===== config.mk =====
export PLATFORM = sky130hd
export DESIGN_NAME = conv2_k_mem_write
export DESIGN_NICKNAME = d
export VERILOG_FILES = /design/src/rtl/conv_pkg.sv /design/src/rtl/kidx_counter.sv /design/src/rtl/conv2_k_mem_write.sv
export SDC_FILE = /design/constraint.sdc
export NUM_CORES = 1
export LEC_CHECK = 0
export CORE_ASPECT_RATIO = 1.1
export CORE_MARGIN = 10
export CORE_UTILIZATION = 30
export DETAILED_ROUTE_END_ITERATION = 12
export DONT_BUFFER_PORTS = 1
export SLEW_MARGIN = 20
export SYNTH_ARGS = -nofsm -noshare
export SYNTH_HDL_FRONTEND = slang
export SYNTH_SLANG_ARGS = --single-unit

===== constraint.sdc =====
create_clock -name clk -period 3.05 [get_ports clk]
set_input_delay 0.1525 -clock clk [delete_from_list [all_inputs] [get_ports clk]]
set_output_delay 0.1525 -clock clk [all_outputs]
set_load 0.005 [all_outputs]

===== src/rtl/conv_pkg.sv =====
// rtl/conv_pkg.sv - shared conv2 weight-loader constants, types and FSM states
package conv_pkg;
  localparam int CONV2_KSIZE      = 25;
  localparam int CONV2_NKERN      = 6;
  localparam int CONV2_KMEM_DEPTH = CONV2_KSIZE * CONV2_NKERN;

  typedef logic [15:0] weight_t;

  typedef enum logic [1:0] {
    IDLE,
    LOAD,
    DONE
  } kload_state_t;
endpackage


===== src/rtl/kidx_counter.sv =====
// rtl/kidx_counter.sv - element/kernel wrap counter with running base address
module kidx_counter #(
  parameter int KSIZE  = 25,
  parameter int NKERN  = 6,
  parameter int ADDR_W = 8,
  parameter int KIDX_W = 3
) (
  input  logic              clk,
  input  logic              reset,
  input  logic              clear,
  input  logic              advance,
  output logic [ADDR_W-1:0] addr,
  output logic [KIDX_W-1:0] kern_idx,
  output logic              last
);
  localparam int EW = (KSIZE > 1) ? $clog2(KSIZE) : 1;

  logic [EW-1:0]     elem;
  logic [ADDR_W-1:0] base;
  logic              last_elem;
  logic              last_kern;

  assign last_elem = (elem == EW'(KSIZE - 1));
  assign last_kern = (kern_idx == KIDX_W'(NKERN - 1));
  assign last      = last_elem && last_kern;
  assign addr      = base + ADDR_W'(elem);

  // base tracks kern_idx*KSIZE incrementally; the final kernel holds its index
  always_ff @(posedge clk) begin
    if (reset || clear) begin
      elem     <= '0;
      kern_idx <= '0;
      base     <= '0;
    end else if (advance) begin
      if (last_elem) begin
        elem <= '0;
        if (!last_kern) begin
          kern_idx <= kern_idx + 1'b1;
          base     <= base + ADDR_W'(KSIZE);
        end
      end else begin
        elem <= elem + 1'b1;
      end
    end
  end
endmodule


===== src/rtl/conv2_k_mem_write.sv =====
// rtl/conv2_k_mem_write.sv - streams 6x25 conv2 weights into the weight RAM
module conv2_k_mem_write
  import conv_pkg::*;
#(
  parameter int DATA_W = 16,
  parameter int KSIZE  = CONV2_KSIZE,
  parameter int NKERN  = CONV2_NKERN,
  parameter int ADDR_W = 8
) (
  input  logic              clk,
  input  logic              reset,
  input  logic              start,
  input  logic              in_valid,
  input  logic [DATA_W-1:0] in_data,
  output logic              in_ready,
  output logic              we,
  output logic [ADDR_W-1:0] waddr,
  output logic [DATA_W-1:0] wdata,
  output logic [2:0]        kern_idx,
  output logic              done
);
  kload_state_t      state, state_next;
  logic              accept;
  logic              wr;
  logic              last;
  logic [ADDR_W-1:0] cnt_addr;

  assign accept = in_valid && in_ready;
  // a beat coinciding with start belongs to the abandoned load
  assign wr     = accept && !start;
  assign done   = (state == DONE);

  kidx_counter #(
    .KSIZE (KSIZE),
    .NKERN (NKERN),
    .ADDR_W(ADDR_W),
    .KIDX_W(3)
  ) u_cnt (
    .clk     (clk),
    .reset   (reset),
    .clear   (start),
    .advance (wr),
    .addr    (cnt_addr),
    .kern_idx(kern_idx),
    .last    (last)
  );

  always_ff @(posedge clk) begin
    if (reset) state <= IDLE;
    else       state <= state_next;
  end

  always_comb begin
    state_next = state;
    in_ready   = 1'b0;
    case (state)
      IDLE: if (start) state_next = LOAD;
      LOAD: begin
        in_ready = 1'b1;
        if (!start && accept && last) state_next = DONE;
      end
      DONE: if (start) state_next = LOAD;
      default: state_next = IDLE;
    endcase
  end

  always_ff @(posedge clk) begin
    if (reset) begin
      we    <= 1'b0;
      waddr <= '0;
      wdata <= '0;
    end else begin
      we <= wr;
      if (wr) begin
        waddr <= cnt_addr;
        wdata <= in_data;
      end
    end
  end
endmodule

After elaboration in Yosys (flattened, before gate mapping)
Cells that the tools add are included.
{"block": "word_totals", "n_memories": 0, "latchBits": 0, "ram_bits": 0, "output_inout_bits": 30, "word_cells": 33, "rom_bits": 0, "reg_bits": 43, "input_bits": 20}
{"block": "op_classes", "n_mul": 0, "order_cmp": 0, "bitwise": 1, "reduce_logical": 10, "eq_ne": 6, "shifts": 0, "div": 0, "mux": 5, "n_addsub": 4}
{"op": "8-bit by 5-bit adder with 8-bit output", "count": 1}
{"op": "8-bit by 5-bit adder with 8-bit output (second input constant)", "count": 1}
{"op": "5-bit by 1-bit adder with 5-bit output (second input constant)", "count": 1}
{"op": "5-bit equality test (second input constant)", "count": 1}
{"op": "5-bit two-way mux", "count": 1}
{"op": "1-bit logical AND", "count": 4}
{"op": "2-bit two-way mux", "count": 2}
{"op": "2-bit one-hot mux with 2 select lines", "count": 1}
{"op": "3-bit by 1-bit adder with 3-bit output (second input constant)", "count": 1}
{"op": "3-bit equality test (second input constant)", "count": 1}
{"op": "3-bit AND reduction", "count": 1}
{"op": "2-bit by 1-bit equality test with 1-bit output (second input constant)", "count": 1}
{"op": "2-bit equality test (second input constant)", "count": 1}
{"op": "2-bit logical NOT", "count": 1}
{"op": "2-bit by 1-bit != test with 1-bit output (second input constant)", "count": 1}
{"op": "2-bit != test (second input constant)", "count": 1}
{"op": "2-bit AND reduction", "count": 1}
{"op": "2-bit OR reduction", "count": 1}
{"op": "1-bit logical NOT", "count": 1}
{"op": "1-bit logical OR", "count": 1}
{"op": "1-bit two-way mux", "count": 1}
{"op": "1-bit inverter", "count": 1}

Logic depth before layout (Yosys ltp)
Gate-level depths: netlist (run 1).
{"block": "depth", "word_depth": 7, "ltp_mapped": 8, "mapped_depth_nobuf": 7}

Cells and area by module
Synthesis (run 1) repeated with hierarchy kept, for this count alone.
{"block": "hier_totals", "hier_cells": 229, "area_unflattened_um2": 2232.1}
{"mod": "conv2_k_mem_write", "area_each_um2": 1216.2, "n_inst": 1, "cells_per_inst": 117}
{"mod": "kidx_counter", "area_each_um2": 1016.0, "n_inst": 1, "cells_per_inst": 112}

Worst setup path after synthesis (run 1)
OpenSTA, ideal clock, no wires.
{"block": "synth_path", "path_type": "reg2reg", "start": "register u_cnt.base[0]", "end": "register waddr[6]", "t_required_ps": 2959, "slack_ps": 1254, "t_arrival_ps": 1705, "n_path_buf": 0, "period_less_slack_ps": 1796, "path_stages_with_launch": 8, "path_cell_list": "dfxtp_1 ha_1 inv_1 fa_1 nor2b_1 o2111ai_1 a31o_2 a311oi_1"}
{"block": "synth_between", "elab_chain_cells": 1}
{"item": "start: declaration", "line_no": "kidx_counter.sv:19", "source": "logic [ADDR_W-1:0] base;"}
{"item": "start signal: assignment", "line_no": "kidx_counter.sv:39", "source": "base <= base + ADDR_W'(KSIZE);"}
{"item": "8-bit by 5-bit adder with 8-bit output", "line_no": "kidx_counter.sv:26", "source": "assign addr = base + ADDR_W'(elem);"}
{"item": "end signal: assignment", "line_no": "conv2_k_mem_write.sv:75", "source": "waddr <= cnt_addr;"}
{"item": "end: declaration", "line_no": "conv2_k_mem_write.sv:17", "source": "output logic [ADDR_W-1:0] waddr,"}
Every way passes these cells.
A chain may end at the register's enable or synchronous reset.

Final worst setup path (run 1)
{"block": "layout_path", "start": "register state[0]", "end": "register wdata[5]"}
{"block": "layout_between", "elab_chain_cells": 4}
{"item": "start: declaration", "line_no": "conv2_k_mem_write.sv:22", "source": "kload_state_t state, state_next;"}
{"item": "start signal: assignment", "line_no": "conv2_k_mem_write.sv:50", "source": "else state <= state_next;"}
{"item": "2-bit by 1-bit equality test with 1-bit output", "line_no": "conv2_k_mem_write.sv:56", "source": "case (state)"}
{"item": "1-bit two-way mux", "line_no": "conv2_k_mem_write.sv:56"}
{"item": "1-bit logical AND", "line_no": "conv2_k_mem_write.sv:28", "source": "assign accept = in_valid && in_ready;"}
{"item": "1-bit logical AND", "line_no": "conv2_k_mem_write.sv:30", "source": "assign wr = accept && !start;"}
{"item": "end signal: assignment", "line_no": "conv2_k_mem_write.sv:76", "source": "wdata <= in_data;"}
{"item": "end: declaration", "line_no": "conv2_k_mem_write.sv:18", "source": "output logic [DATA_W-1:0] wdata,"}
Every way passes these cells.

==> reports/results.ini, run 1 <==
[placed_design]
gp_congestion = 0.754
place_hpwl_mm = 3.51
port-buffer-count = 0
post-place-cells = 303

[route]
drt_pass1_iterations = 4
totalWireLength_mm = 4.96
dr_total_vias = 1605
postRouteAntennaNets = 0
drc = 0
avgViaCountPerCell = 4.89
drt_iter0_drc = 93
detail_route.wl_per_cell_um = 15.1

[clock_tree]
cts_buffers = 5
clock_latency_ns = 0.30
cts_resized = 0
clock_path_buffers = 2
cts_sinks = 43
cts.htree.levels = 2
clkTransAtPathRegs_ns = 0.08
cts_tree = done
clock-root-buffer = clkbuf_8

[final_layout]
stdcell_count = 328
synthToLayoutAreaGrowth_pct = 18.2
layout_commonest_cell = nand2_1
fin_nets = 278
final_cell_mix = nand2_1 (48), dfxtp_1 (43), a21oi_1 (29)
num_antenna_cells = 0
drive_above_1_share = 0.0484

[floorplanning]
dieArea_mm2 = 0.0102
core_area_mm2 = 0.00627
fp.dieW_um = 97.2
rows = 30
initial_core_util = 0.313
die_h_um = 105
ios = 50

[synth]
avgSynthCellArea_um2 = 8.36
synth_top_flop_cell = dfxtp_1
synth.area.top_cells = dfxtp_1 (44%), nand2_1 (9.2%), a21oi_1 (7.4%)
synth_top_cell_area_share = 0.438
synth_edf_count = 0
synth_nets = 266
synth_area_mm2 = 0.00196
ys_seq_area_frac = 0.438
yosys.area.top_type = dfxtp_1
ys_warn_count = 0
synth_cells = 235
async_reset_ff_frac = 0
ys_types = 39
synth_seq_cells = 43

[min_path]
min_to = state[1]
worstHoldStart = start
hp-class = input port to flip-flop
holdPathStages = 2

[worst_setup_path]
path_class = flip-flop to flip-flop
r2r_start = state[0]
rr_endpoint = wdata[5]
end_kind = flip-flop
rr_worst_depth = 4
critPathMaxFanout = 18
required_ns = 3.24
startpoint_type = flip-flop
arrival_ns = 2.29
rrSetupSlack_ns = 0.96

[grt]
grt_pass1_wl_mm = 8.18
grt_pass1_vias = 1596
grt_antenna_before_repair = 0
overflow = 0
grt_start_max_net_pins = 35
grt_usage = 0.0968

[sta]
finalHoldViolCount = 0
worst_slew_pin_slew_ns = 1.02
holdWs_ns = 0.0282
rsz0062_at_grt = false
finalCritPeriodShare = 0.687
fmax_ghz = 0.478
finalCriticalPeriod_ns = 2.09
max_slew_margin = 0.321
clock_skew_ns = 0.00461
tns_ns = 0
slew_viol_final = 0
setup_viol = 0

[outcome]
status = complete, no violations

[power]
finalPower_mw = 1.16
powerDensity_mw_per_mm2 = 499
irDropWorstVdd_uv = 211
leakage_nw = 0.827

[run]
cap_violations = 0

[worst max path at each step]
stage / slack, ns / to / from / depth (start not counted)
after floorplan: 1.25 / waddr[6] / u_cnt.base[0] / 7
after global placement: 1.03 / u_cnt.base[7] / u_cnt.elem[1] / 6
after detailed placement: 0.97 / u_cnt.base[7] / u_cnt.elem[1] / 6
after CTS: 0.95 / u_cnt.base[7] / u_cnt.elem[1] / 6
after global routing: 0.76 / wdata[5] / state[1] / 4
final: 0.96 / wdata[5] / state[0] / 4
[layer usage]
layer,vias to the layer above,track usage,part of all wire
met1,735,0.101,0.42
met4,0,0.0359,0.014
met3,6,0.0494,0.083
met5,-,0,0
li1,830,-,-
met2,34,0.163,0.48
[registers in the layout (all words and copies together), names as in the netlist]
name,count
state,2
u_cnt.base,8
u_cnt.elem,5
u_cnt.kern_idx,3
waddr,8
wdata,16
we,1
[stage by stage]
stage	area (µm²)	setup slack, ns	utilization
after global routing	2320	0.756	0.370
after detailed placement	2020	0.969	0.322
after global placement	2020	1.03	0.322
after floorplan	1960	1.25	-
final	2320	0.956	0.370
after CTS	2320	0.947	0.370
[what timing repair did]
action | in CTS | in global routing
hold buffers | 17 | 0
buffers inserted | 0 | 0
hold endpoints to repair | 25 | 0
[where the power goes]
part | internal [mW] | leakage [nW] | switching [mW]
Combinational | 0.0247 | 0.414 | 0.0289
Sequential | 0.570 | 0.347 | 0.00759
Clock | 0.327 | 0.0654 | 0.201
Total | 0.922 | 0.827 | 0.237
[cells in the mapped netlist (3+ instances only)]
master	n
o21a_1	3
dfxtp_1	43
nor2_1	16
o21ai_0	5
nand3_1	5
a211o_1	3
a211oi_1	3
nor2b_1	4
nand2_1	48
clkbuf_1	8
a21oi_1	29
nand4_1	8
buf_2	3
inv_1	7
ha_1	10
xor2_1	9
[layout make-up]
class | instances | area, µm²
Inverter | 7 | 26.3
Timing Repair Buffer | 19 | 185
Clock buffer | 6 | 72.6
Tap cell | 80 | 100
Sequential cell | 43 | 861
Fill cell | 629 | 3950
Clock inverter | 2 | 60.1
Multi-Input combinational cell | 171 | 1020
[worst max-delay path, stage by stage (launching register included)]
cell and delay [ns]:
dfxtp_1 0.39, nand4bb_1 0.65, nand2_1 0.27, a21oi_1 0.09, dlygate4sd3_1 0.60
[cells by family (layout without fill, tap and decap cells)]
group,after synthesis,count (layout),synth area share
AOI/OAI and AO/OA,52,52,0.159
xor gates and xnor gates,10,10,0.0446
adders and majority gates,11,11,0.0739
buffers and inverters,21,34,0.0440
DFF,43,43,0.438
muxes,1,1,0.00510
and+or+nand+nor,97,97,0.236
(Power assumes the default switching activity.)
==> inputs of run 2 (changes only) <==
==> constraint.sdc (replaced) <==
create_clock -name clk -period 2 [get_ports clk]
set_input_delay 0.1 -clock clk [delete_from_list [all_inputs] [get_ports clk]]
set_output_delay 0.1 -clock clk [all_outputs]
set_load 0.005 [all_outputs]
==> run 2 against run 1 <==
Net effect:
- total power is 35% higher
- critical path depth is 3 higher
- highest routed layer unchanged
- clock skew is 0.00076 ns higher
==> reports/results.ini, run 2 (synthesis gave the netlist of run 1 again) <==
[worst_setup_path]
required_ns = 2.20  ; was 3.24 ns
startpoint_type = flip-flop  ; unchanged
rrSetupSlack_ns = 0.13  ; was 0.96 ns
crit_slowest_cell = fa_1  ; was nand4bb_1
rr_worst_depth = 7  ; was 4
worst-path-stages = 7  ; was 4
crit_chain = ha_2 -> inv_1 -> fa_1 -> nor2b_2 -> o2111ai_2 -> a31o_2 -> a311oi_1  ; was nand4bb_1 -> nand2_1 -> a21oi_1 -> dlygate4sd3_1
slowest_delay_ns = 0.41  ; was 0.65 ns
r2r_start = u_cnt.elem[0]  ; was state[0]
end_kind = flip-flop  ; unchanged
rr_endpoint = waddr[6]  ; was wdata[5]
critPathMaxFanout = 5  ; was 18
crit_buf_inv = 1  ; unchanged
crit_family = adder cells  ; was simple AND/OR/NAND/NOR gates
arrival_ns = 2.08  ; was 2.29 ns
path_class = flip-flop to flip-flop  ; unchanged

[sta]
fmax_ghz = 0.533  ; was 0.478 GHz
worst_slew_pin_slew_ns = 1.06  ; was 1.02 ns
max_slew_margin = 0.289  ; was 0.321
slew_viol_final = 0  ; unchanged
setup_viol = 0  ; unchanged
finalCriticalPeriod_ns = 1.87  ; was 2.09 ns
clock_skew_ns = 0.00538  ; was 0.00461 ns
tns_ns = 0  ; unchanged
finalCritPeriodShare = 0.937  ; was 0.687
rsz0062_at_grt = false  ; unchanged
finalHoldViolCount = 0  ; unchanged

[grt]
grt_pass1_vias = 1620  ; was 1596
grt_start_max_net_pins = 35  ; unchanged
grt_pass1_wl_mm = 8.31  ; was 8.18 mm
grt_usage = 0.0981  ; was 0.0968
grt_antenna_before_repair = 0  ; unchanged
overflow = 0  ; unchanged

[final_layout]
synthToLayoutAreaGrowth_pct = 19.3  ; was 18.2%
nFillCells = 634  ; was 629
final_cell_mix = nand2_1 (48), dfxtp_1 (42), a21oi_1 (29)  ; was nand2_1 (48), dfxtp_1 (43), a21oi_1 (29)
largest_register_ffs = 16  ; unchanged
fin_nets = 283  ; was 278
layout_commonest_cell = nand2_1  ; unchanged
multiInputGateArea_mm2 = 0.00103  ; was 0.00102 mm²
drive_above_1_share = 0.0791  ; was 0.0484
stdcell_count = 333  ; was 328
area.sequential_um2 = 862  ; was 861 µm²
reg_top3 = wdata (16), u_cnt.base (8), waddr (8)  ; unchanged
num_antenna_cells = 0  ; unchanged
top_register = wdata  ; unchanged

[min_path]
holdPathStages = 3  ; was 2
hp-class = input port to flip-flop  ; unchanged
worstHoldStart = reset  ; was start
min_to = waddr[7]  ; was state[1]

[placed_design]
port-buffer-count = 0  ; unchanged
place_hpwl_mm = 3.50  ; was 3.51 mm
gp_congestion = 0.775  ; was 0.754
post-place-cells = 306  ; was 303

[route]
wl_met1_mm = 2.22  ; was 2.08 mm
postRouteAntennaNets = 0  ; unchanged
avgViaCountPerCell = 4.98  ; was 4.89
detail_route.wl_per_cell_um = 15.3  ; was 15.1 µm
dr_total_vias = 1657  ; was 1605
totalWireLength_mm = 5.08  ; was 4.96 mm
top_layer = met4  ; unchanged
drt_pass1_iterations = 4  ; unchanged
drt_iter0_drc = 119  ; was 93
met3_length_um = 355  ; was 413 µm
wl_met2_mm = 2.45  ; was 2.39 mm
drc = 0  ; unchanged

[floorplanning]
fp.dieW_um = 97.2  ; unchanged
initial_core_util = 0.313  ; unchanged
ios = 50  ; unchanged
core_area_mm2 = 0.00627  ; unchanged
dieArea_mm2 = 0.0102  ; unchanged
rows = 30  ; unchanged
die_h_um = 105  ; unchanged

[power]
irDropWorstVdd_uv = 306  ; was 211 µV
leakage_nw = 0.827  ; about the same
finalPower_mw = 1.57  ; was 1.16 mW
powerDensity_mw_per_mm2 = 669  ; was 499 mW/mm²

[clock_tree]
cts.htree.levels = 2  ; unchanged
clkTransAtPathRegs_ns = 0.09  ; was 0.08 ns
cts_setup_buffers = 0  ; unchanged
clock_latency_ns = 0.30  ; about the same
cts_tree = done  ; unchanged
clock_path_buffers = 2  ; unchanged
cts_sinks = 43  ; unchanged
cts_buffers = 5  ; unchanged
clock-root-buffer = clkbuf_8  ; unchanged

[outcome]
status = complete, no violations  ; unchanged

[run]
cap_violations = 0  ; unchanged

[run 2: tightest hold or removal path, stage by stage]
cell and delay, ns:
inv_1 0.05, o21ai_0 0.08, a31oi_1 0.04
[run 2: per-stage QoR]
| stage | setup slack (ns) | hold WS, ns | area (µm²) | util |
|---|---|---|---|---|
| after CTS | 0.0420 | 0.0115 | 2330 | 0.372 |
| after floorplan | 0.204 | 0.236 | 1960 | - |
| final | 0.125 | 0.0172 | 2340 | 0.374 |
| after detailed placement | 0.0916 | 0.175 | 2040 | 0.326 |
| after global routing | 0.0102 | 0.0266 | 2340 | 0.374 |
| after global placement | 0.120 | 0.175 | 2040 | 0.326 |
[run 2: routing by layer]
layer	vias to the layer above	GRT usage
met5	-	0
met2	40	0.155
li1	849	-
met1	764	0.115
met3	4	0.0435
met4	0	0.0348
[run 2: layout make-up]
cell class	count	share of cell area
Inverter	7	0.0112
Sequential cell	43	0.368
Clock inverter	2	0.00694
Timing Repair Buffer	24	0.0972
Multi-Input combinational cell	171	0.439
Tap cell	80	0.0427
Clock buffer	6	0.0352
[run 2: repair_timing]
| item | CTS | global route |
|---|---|---|
| setup endpoints to repair | 0 | 1 |
| gates resized for setup | 0 | 4 |
| hold buffers | 19 | 0 |
| hold endpoints to repair | 26 | 0 |
[run 2: report_power, final]
group,switching [mW],internal [mW]
Clock,0.318,0.282
Sequential,0.0121,0.869
Combinational,0.0457,0.0409
[run 2: worst max path at each step]
stage                  start       end  slack (ns)
6_report       u_cnt.elem[0]  waddr[6]        0.13
3_3_place_gp   u_cnt.elem[0]  waddr[6]        0.12
2_1_floorplan  u_cnt.base[0]  waddr[6]        0.20
4_1_cts        u_cnt.elem[0]  waddr[6]        0.04
3_5_place_dp   u_cnt.elem[0]  waddr[6]        0.09
5_1_grt        u_cnt.elem[0]  waddr[6]        0.01
==> inputs of run 3 (changes only) <==
--- a/config.mk
+++ b/config.mk
@@ -5,6 +5,7 @@
 export SDC_FILE = /design/constraint.sdc
 export NUM_CORES = 1
 export LEC_CHECK = 0
+export ABC_AREA = 1
 export CORE_ASPECT_RATIO = 1.1
 export CORE_MARGIN = 10
 export CORE_UTILIZATION = 30
==> run 3 against run 2 <==
Net effect:
- sequential share of layout area down 0.95 points
- global-route usage down 0.25 points
- cell count up 17%
- combinational power up 28%
- fmax up 12%
- non-clock buffer count down 3
- sequential cell count unchanged
- register-to-register slack better by 0.20 ns
- count of clock-buffer cells in the layout down 1
- final area up 2.5%
- first-iteration DRC count down 48%
- critical endpoint unchanged
- largest power group unchanged
- highest routed layer unchanged
==> reports/results.ini, run 3 <==
[clock_tree]
cts_sinks = 43  ; unchanged
cts_buffers = 5  ; unchanged
clock-root-buffer = clkbuf_8  ; unchanged
cts_resized = 0  ; unchanged
cts.htree.levels = 2  ; unchanged
clkTransAtPathRegs_ns = 0.08  ; was 0.09 ns
hold_buffers = 18  ; was 19
clock_path_buffers = 2  ; unchanged
cts_setup_buffers = 0  ; unchanged
clock_latency_ns = 0.30  ; about the same
cts_tree = done  ; unchanged

[final_layout]
synthToLayoutAreaGrowth_pct = 15.0  ; was 19.3%
stdcell_count = 390  ; was 333
drive_above_1_share = 0.0617  ; was 0.0791
fin_nets = 338  ; was 283
reg_top3 = wdata (16), u_cnt.base (8), waddr (8)  ; unchanged
fin_area_mm2 = 0.00240  ; was 0.00234 mm²
largest_register_ffs = 16  ; unchanged
top_register = wdata  ; unchanged
multiInputGateArea_mm2 = 0.00103  ; about the same
num_antenna_cells = 0  ; unchanged
area.sequential_um2 = 861  ; was 862 µm²
utilization = 0.360  ; was 0.374
nFillCells = 697  ; was 634
final_cell_mix = nor2_1 (63), nand2_1 (45), dfxtp_1 (43)  ; was nand2_1 (48), dfxtp_1 (42), a21oi_1 (29)
layout_commonest_cell = nor2_1  ; was nand2_1

[placed_design]
post-place-cells = 364  ; was 306
port-buffer-count = 0  ; unchanged
placed_area_mm2 = 0.00214  ; was 0.00204 mm²
place_hpwl_mm = 3.65  ; was 3.50 mm
gp_congestion = 0.857  ; was 0.775

[route]
drt_iter0_drc = 62  ; was 119
totalWireLength_mm = 5.13  ; was 5.08 mm
dr_total_vias = 1867  ; was 1657
avgViaCountPerCell = 4.79  ; was 4.98
postRouteAntennaNets = 0  ; unchanged
detail_route.wl_per_cell_um = 13.2  ; was 15.3 µm
drt_pass1_iterations = 4  ; unchanged
drc = 0  ; unchanged

[floorplanning]
rows = 31  ; was 30
core_area_mm2 = 0.00667  ; was 0.00627 mm²
initial_core_util = 0.313  ; about the same
die_h_um = 108  ; was 105 µm
fp.dieW_um = 99.6  ; was 97.2 µm
dieArea_mm2 = 0.0107  ; was 0.0102 mm²
ios = 50  ; unchanged

[synth]
synth_seq_cells = 43  ; unchanged
synth_edf_count = 0  ; unchanged
synthAdderAreaFrac = 0.0695  ; was 0.0739
synth_area_mm2 = 0.00209  ; was 0.00196 mm²
ys_seq_area_frac = 0.412  ; was 0.438
ys_types = 27  ; was 39
synth-xor-area-share = 0.00419  ; was 0.0446
synth_common_cells = nor2_1 (63), nand2_1 (45), dfxtp_1 (43), inv_1 (32), o21ai_0 (27)  ; was nand2_1 (48), dfxtp_1 (43), a21oi_1 (29), nor2_1 (16), ha_1 (10)
synth.area.mux_share = 0  ; was 0.00510
synth.area.top_cells = dfxtp_1 (41%), nor2_1 (11%), nand2_1 (8.1%)  ; was dfxtp_1 (44%), nand2_1 (9.2%), a21oi_1 (7.4%)
synth_nets = 322  ; was 266
synth_compound_area_frac = 0.125  ; was 0.159
yosys.area.top_type = dfxtp_1  ; unchanged
synth_top_cell_area_share = 0.412  ; was 0.438
synth.most_common_cell = nor2_1  ; was nand2_1
synth_top_flop_cell = dfxtp_1  ; unchanged
synth_cells = 291  ; was 235
synthSimpleGateAreaFrac = 0.296  ; was 0.236
synth_top_family_by_area = simple AND/OR/NAND/NOR gates  ; unchanged
async_reset_ff_frac = 0  ; unchanged
ys_warn_count = 0  ; unchanged
avgSynthCellArea_um2 = 7.18  ; was 8.36 µm²

[power]
p_int_mw = 1.17  ; was 1.19 mW
p_comb_frac = 0.071  ; was 0.055
irDropWorstVdd_uv = 300  ; was 306 µV
finalPower_mw = 1.55  ; was 1.57 mW
p_seq_frac = 0.580  ; was 0.562
pwr-share-clk = 0.348  ; was 0.383
power.share.switching = 0.245  ; was 0.240
switching_power_mw = 0.379  ; was 0.376 mW
powerDensity_mw_per_mm2 = 645  ; was 669 mW/mm²
leakage_nw = 1.00  ; was 0.827 nW

[sta]
rsz0062_at_grt = false  ; unchanged
finalHoldViolCount = 0  ; unchanged
slew_viol_final = 0  ; unchanged
finalCriticalPeriod_ns = 1.67  ; was 1.87 ns
max_slew_margin = 0.578  ; was 0.289
finalCritPeriodShare = 0.837  ; was 0.937
setup_viol = 0  ; unchanged
tns_ns = 0  ; unchanged
worst_slew_pin_slew_ns = 0.630  ; was 1.06 ns
clock_skew_ns = 0.00307  ; was 0.00538 ns
fmax_ghz = 0.598  ; was 0.533 GHz

[grt]
grt_usage = 0.0956  ; was 0.0981
grt_pass1_vias = 1717  ; was 1620
grt_antenna_before_repair = 0  ; unchanged
grt_start_max_net_pins = 22  ; was 35
grt_pass1_wl_mm = 8.42  ; was 8.31 mm
overflow = 0  ; unchanged

[worst_setup_path]
critPathMaxFanout = 5  ; unchanged
required_ns = 2.20  ; about the same
arrival_ns = 1.88  ; was 2.08 ns
end_kind = flip-flop  ; unchanged
startpoint_type = flip-flop  ; unchanged
path_class = flip-flop to flip-flop  ; unchanged

[run]
cap_violations = 0  ; unchanged

[min_path]
hp-class = input port to flip-flop  ; unchanged

[outcome]
status = complete, no violations  ; unchanged

-- run 3: cell types whose count changed after synthesis, sizes merged, moves of 4 or more --
cell,before,now
nand3,5,19
o21ai,5,28
clkbuf,8,3
xor2,9,1
a21oi,29,21
inv,7,32
nor2,16,66
nor2b,4,0
-- run 3: power groups by stage --
stage,registers [mW],logic [mW],clock network [mW]
after floorplan,0.913,0.0686,0
after global placement,0.919,0.0799,0
after detailed placement,0.920,0.0808,0
after CTS,0.899,0.111,0.566
after global routing,0.903,0.127,0.603
final,0.898,0.111,0.540
-- run 3: logic make-up (layout without fill, tap and decap cells) --
family | after synthesis | after routing
fa+ha+maj | 11 | 11
compound gates | 51 | 51
buf+inv | 44 | 61
simple gates | 141 | 141
flops | 43 | 43
xor+xnor | 1 | 1
-- run 3: final timing paths --
kind | from | end | slack [ns] | cells after the start
worst max register to register | u_cnt.base[0] | waddr[6] | 0.33 | 9
worst max-delay path | u_cnt.base[0] | waddr[6] | 0.33 | 9
worst min-delay path | in_valid | we | 0.02 | 2
worst min register to register | u_cnt.base[4] | u_cnt.base[4] | 0.51 | 2
-- run 3: per-layer routing --
layer	track usage	routed length, µm	up-vias
met4	0.0369	58	0
met3	0.0475	599	5
met1	0.104	2240	834
met2	0.155	2240	65
li1	-	-	963
met5	0	0	-
-- run 3: area by class of cell --
cell class              count  area share
flip-flops and latches     43       0.358
multi-input cells         204       0.430
clock buffers               5      0.0286
well taps                  82      0.0427
repair buffers             21      0.0844
inverters                  32      0.0500
clock inverters             3     0.00625
-- run 3: stage by stage --
step	setup WS (ns)	hold slack (ns)
final	0.326	0.0174
after global routing	0.187	0.0242
after CTS	0.328	0.0155
after detailed placement	0.350	0.177
after global placement	0.367	0.173
after floorplan	0.548	0.247
-- run 3: critical path, cell delays in order, from the launching register on --
cell	delay, ns
dfxtp_1	0.42
ha_1	0.21
inv_1	0.06
fa_1	0.42
inv_1	0.11
nand3_1	0.10
nand4_1	0.09
nand3_1	0.08
nand2_1	0.07
inv_1	0.03
